===== src/rtl/rect_fall_ctl.sv =====
// Frame-paced position controller for the rectangle draw stage: tracks the mouse
// while idle, then drops the rectangle under gravity with damped bounces on a click.
module rect_fall_ctl #(
  parameter int RECT_W     = 100,
  parameter int RECT_H     = 150,
  parameter int H_ACTIVE   = 800,
  parameter int V_ACTIVE   = 600,
  parameter int ACC        = 1,
  parameter int VMAX       = 16,
  parameter int BOUNCE_MIN = 4
) (
  input  logic        clk,
  input  logic        rst,
  input  logic        vsync,
  input  logic [11:0] mouse_xpos,
  input  logic [11:0] mouse_ypos,
  input  logic        mouse_left,
  output logic [11:0] xpos,
  output logic [11:0] ypos,
  output logic        moving
);

  localparam logic [12:0] X_MAX   = 13'(H_ACTIVE - 1 - RECT_W);
  localparam logic [12:0] FLOOR   = 13'(V_ACTIVE - 1 - RECT_H);
  localparam logic [12:0] ACC_V   = 13'(ACC);
  localparam logic [12:0] VMAX_V  = 13'(VMAX);
  localparam logic [12:0] BOUNCE_V = 13'(BOUNCE_MIN);

  typedef enum logic [1:0] {
    IDLE   = 2'd0,
    FALL   = 2'd1,
    RISE   = 2'd2,
    LANDED = 2'd3
  } state_t;

  state_t      state_r;
  logic [11:0] vel_r;
  logic        vsync_r;
  logic        left_r;

  logic        tick_s;
  logic        click_s;
  logic [11:0] x_clamp_s;
  logic [11:0] y_clamp_s;
  logic [12:0] fall_sum_s;
  logic [12:0] vel_inc_s;
  logic [11:0] vel_sat_s;
  logic [11:0] rise_y_s;

  assign tick_s  = vsync & ~vsync_r;
  assign click_s = mouse_left & ~left_r;

  // Mouse clamping and per-frame motion arithmetic, all in 13 bits so nothing wraps.
  always_comb begin
    x_clamp_s  = mouse_xpos;
    y_clamp_s  = mouse_ypos;
    fall_sum_s = {1'b0, ypos} + {1'b0, vel_r};
    vel_inc_s  = {1'b0, vel_r} + ACC_V;
    vel_sat_s  = vel_inc_s[11:0];
    rise_y_s   = 12'd0;
    if ({1'b0, mouse_xpos} > X_MAX) begin
      x_clamp_s = X_MAX[11:0];
    end else begin
      x_clamp_s = mouse_xpos;
    end
    if ({1'b0, mouse_ypos} > FLOOR) begin
      y_clamp_s = FLOOR[11:0];
    end else begin
      y_clamp_s = mouse_ypos;
    end
    if (vel_inc_s > VMAX_V) begin
      vel_sat_s = VMAX_V[11:0];
    end else begin
      vel_sat_s = vel_inc_s[11:0];
    end
    if (ypos >= vel_r) begin
      rise_y_s = ypos - vel_r;
    end else begin
      rise_y_s = 12'd0;
    end
  end

  // Edge-detect registers for the frame tick and the left click.
  always_ff @(posedge clk) begin
    if (rst) begin
      vsync_r <= 1'b0;
      left_r  <= 1'b0;
    end else begin
      vsync_r <= vsync;
      left_r  <= mouse_left;
    end
  end

  // Main sequencer; position, velocity and the moving flag are all registered here.
  always_ff @(posedge clk) begin
    if (rst) begin
      state_r <= IDLE;
      xpos    <= 12'd0;
      ypos    <= 12'd0;
      vel_r   <= 12'd0;
      moving  <= 1'b0;
    end else begin
      case (state_r)
        IDLE: begin
          xpos <= x_clamp_s;
          ypos <= y_clamp_s;
          if (click_s) begin
            state_r <= FALL;
            vel_r   <= 12'd0;
            moving  <= 1'b1;
          end
        end
        FALL: begin
          if (tick_s) begin
            if (fall_sum_s >= FLOOR) begin
              ypos <= FLOOR[11:0];
              if ({1'b0, vel_r} >= BOUNCE_V) begin
                state_r <= RISE;
                vel_r   <= vel_r >> 1;
              end else begin
                state_r <= LANDED;
                vel_r   <= 12'd0;
                moving  <= 1'b0;
              end
            end else begin
              ypos  <= fall_sum_s[11:0];
              vel_r <= vel_sat_s;
            end
          end
        end
        RISE: begin
          if (tick_s) begin
            ypos <= rise_y_s;
            // At the apex the velocity restarts from zero heading down.
            if ({1'b0, vel_r} <= ACC_V) begin
              state_r <= FALL;
              vel_r   <= 12'd0;
            end else begin
              vel_r <= vel_r - ACC_V[11:0];
            end
          end
        end
        LANDED: begin
          if (click_s) begin
            state_r <= IDLE;
          end
        end
        default: begin
          state_r <= IDLE;
          vel_r   <= 12'd0;
          moving  <= 1'b0;
        end
      endcase
    end
  end

endmodule


===== config.mk =====
export PLATFORM = sky130hd
export DESIGN_NAME = rect_fall_ctl
export DESIGN_NICKNAME = d
export VERILOG_FILES = /design/src/rtl/rect_fall_ctl.sv
export SDC_FILE = /design/constraint.sdc
export NUM_CORES = 1
export LEC_CHECK = 0
export CELL_PAD_IN_SITES_DETAIL_PLACEMENT = 0
export CELL_PAD_IN_SITES_GLOBAL_PLACEMENT = 1
export CORE_MARGIN = 2
export CORE_UTILIZATION = 35
export CTS_CLUSTER_SIZE = 8
export DETAILED_ROUTE_END_ITERATION = 7
export GPL_TIMING_DRIVEN = 0
export PLACE_DENSITY_LB_ADDON = 0.2
export RECOVER_POWER = 25
export SKIP_LAST_GASP = 1
export SYNTH_ARGS = -nofsm -noshare
export SYNTH_HDL_FRONTEND = slang
export SYNTH_SLANG_ARGS = --single-unit

===== constraint.sdc =====
create_clock -name clk -period 3.65 [get_ports clk]
set_input_delay 0.365 -clock clk [delete_from_list [all_inputs] [get_ports clk]]
set_output_delay 0.365 -clock clk [all_outputs]
set_load 0.01 [all_outputs]

==> results.yml <==
floorplan:
  dieArea_um2: 11600
  pin_count: 53
  chipHeight_um: 108
  core_um2: 10400
  initial_core_util: 0.362
  dieWidth_um: 108
  rows: 37
yosys:
  yosys_warnings: 0
  netlist_instances: 476
  synth_xor_area_frac: 0.0627
  yosys-mux-area-fraction: 0.00829
  syn-num-nets: 539
  yosys.area_share.simple: 0.238
  synthFlopType: "dfxtp_1"
  synth-adder-area-share: 0.120
  synth_top_family_by_area: "compound AO/OA/AOI/OAI gates"
  synth_edf_count: 0
  ys_ff_latch: 41
  synth_compound_area_frac: 0.288
  yosysSeqAreaShare: 0.218
  syn_avg_cell_area_um2: 7.93
  synth.distinct_cells: 78
  synthArstFlopShare: 0
  syn_area_um2: 3770
clocking:
  htree_levels: 2
  clock-sinks: 41
  cts_hold_buf: 0
  clkLatencyLatePin_ns: 0.30
  cts_resized: 0
  cts-buffers-inserted: 5
  max-clock-path-buffers: 2
  root_buffer: "clkbuf_8"
  path_clk_slew_ns: 0.10
  post_cts.repair.setup_buffers: 0
  cts_tree: "done"
power:
  leakage_nw: 1.86
  ir_drop_v: 0.000204
  p_per_area_nw_per_um2: 339
  totalPowerFinal_w: 0.00156
timing:
  slew_headroom: 0.435
  fin_setup_tns_ns: 0
  fin_crit_sh: 0.930
  worst_slack_ns: 0.257
  slew_violations: 0
  setup_viol: 0
  finClkSkew_ns: 0.00732
  worst_pin_slew_ns: 0.839
  finalWorstPathRequiredPeriod_ns: 3.39
  hold_violations: 0
  max_freq_mhz: 295
  rsz0062_at_grt: "false"
global_route:
  grt_max_degree: 15
  use_met3: 0.0315
  busiest_layer: "met2"
  grt_use_met2: 0.337
  grt_overflow: 0
  grt_pass1_wl_um: 19400
  grt_pass1_vias: 3659
  grt_usage: 0.213
  met1_usage: 0.298
  antenna_found_initial: 0
status:
  outcome: "complete, no violations"
worst_hold_path:
  hold_path.class: "register to register"
  min_path_cells: 2
detailed_routing:
  wl_um: 12200
  vias_per_cell: 5.70
  ant_nets: 0
  dr.pass1.iters: 5
  wl_per_cell_um: 18.2
  vias: 3830
  drt_iter0_drc: 288
  drcViolationCount: 0
setup_path:
  crit_top_cell: "inv_1"
  crit_cells: 13
  path_buf_inv: 5
  critPathKind: "register to register"
  cp_max_fo: 10
  cp_cell_sequence: "clkbuf_1 > inv_1 > ha_1 > clkbuf_2 > inv_1 > o21ba_2 > o221ai_1 > o221a_2 > buf_4 > nand2_1 > or4_1 > nor3_1 > a211o_1"
  crit_path_start_kind: "register"
  required_ns: 3.91
  slowest_stage: "or4_1"
  crit_family: "buffers and inverters"
  slowest_delay_ns: 0.45
  cp.arrival_ns: 3.65
  reg2reg_depth: 13
  critPathCaptureType: "register"
layout:
  fill_cells: 1081
  fin_util: 0.442
  drive_gt1_frac: 0.0914
  area_growth_pct: 21.9
  ff_latch_area_um2: 821
  layout_commonest_cell: "nand2_1"
  finalNetCount: 598
  insertedDiodeCount: 0
  layout_common_cells: "43 x nand2_1, 41 x dfxtp_1, 37 x clkdlybuf4s50_1"
  multi_input_area_um2: 2700
  fin_cells: 672
placed_design:
  routabilityCongestion: 0.881
  dp_slack_ns: 0.288
  dp.cells: 664
  hpwl_um: 9500
  portBuffers: 52
flow_run:
  drv_cap: 0
synthesized netlist by cell type, drive strengths merged, types with 7 or more instances:
master / n / area, um2
a211oi: 10 / 80.1
a21oi: 36 / 188
a31oi: 7 / 58.8
buf: 11 / 66.3
clkbuf: 14 / 55.1
dfxtp: 41 / 821
ha: 33 / 413
inv: 34 / 128
nand2: 43 / 161
nand3: 15 / 75.1
nor2: 32 / 120
nor2b: 9 / 63.8
nor3: 20 / 111
nor4: 9 / 92.6
o21ai: 29 / 145
o221a: 7 / 78.8
or3: 7 / 43.8
xnor2: 19 / 174
cells by family after synthesis:
| logic type | count (synthesis) |
|---|---|
| and+or+nand+nor | 167 |
| muxes | 3 |
| buffers and inverters | 59 |
| adders and majority gates | 35 |
| DFF | 41 |
| xor gates and xnor gates | 24 |
| AOI/OAI and AO/OA | 147 |
flip-flops by register name, indices dropped and copies added, names as in the netlist:
name / flops
vel_r: 12
xpos: 12
ypos: 12
state_r: 2
left_r: 1
moving: 1
vsync_r: 1
report_power, final:
| part | leakage, nW | internal [W] | switching [W] |
|---|---|---|---|
| registers | 0.336 | 0.000480 | 0.0000368 |
| clock network | 0.0687 | 0.000276 | 0.000190 |
| logic | 1.46 | 0.000244 | 0.000332 |
| total | 1.86 | 0.00100 | 0.000559 |
per-layer routing:
metal	wire (um)	vias up
met2	5400	131
met4	291	0
met5	0	-
met3	644	15
met1	5880	1808
li1	-	1876
area by class of cell:
| type | instances | area share |
|---|---|---|
| Sequential cell | 41 | 0.178 |
| Multi-Input combinational cell | 376 | 0.588 |
| Clock inverter | 3 | 0.0150 |
| Buffer | 25 | 0.0264 |
| Timing Repair Buffer | 52 | 0.113 |
| Tap cell | 136 | 0.0370 |
| Inverter | 34 | 0.0277 |
| Clock buffer | 5 | 0.0150 |
worst reg2reg max path, cell delays in order, from the launching register on:
cell and delay, ns:
dfxtp_1 0.40, clkbuf_1 0.42, inv_1 0.09, ha_1 0.29, clkbuf_2 0.18, inv_1 0.11, o21ba_2 0.22, o221ai_1 0.35
o221a_2 0.25, buf_4 0.18, nand2_1 0.14, or4_1 0.45, nor3_1 0.16, a211o_1 0.12
path summary, 6_finish.rpt:
path	end	slack, ns	from
setup / recovery	ypos[11]	0.26	vel_r[6]
hold / removal	xpos[8]	0.48	xpos[8]
hold reg to reg	xpos[8]	0.48	xpos[8]
setup reg to reg	ypos[11]	0.26	vel_r[6]
per-stage QoR:
| step | hold WS [ns] | area (um2) |
|---|---|---|
| after floorplan | 0.490 | 3770 |
| after global placement | 0.460 | 4460 |
| after detailed placement | 0.472 | 4460 |
| after CTS | 0.487 | 4600 |
| after global routing | 0.493 | 4600 |
| final | 0.476 | 4600 |
Note: power is estimated with default switching activity, not from simulation.
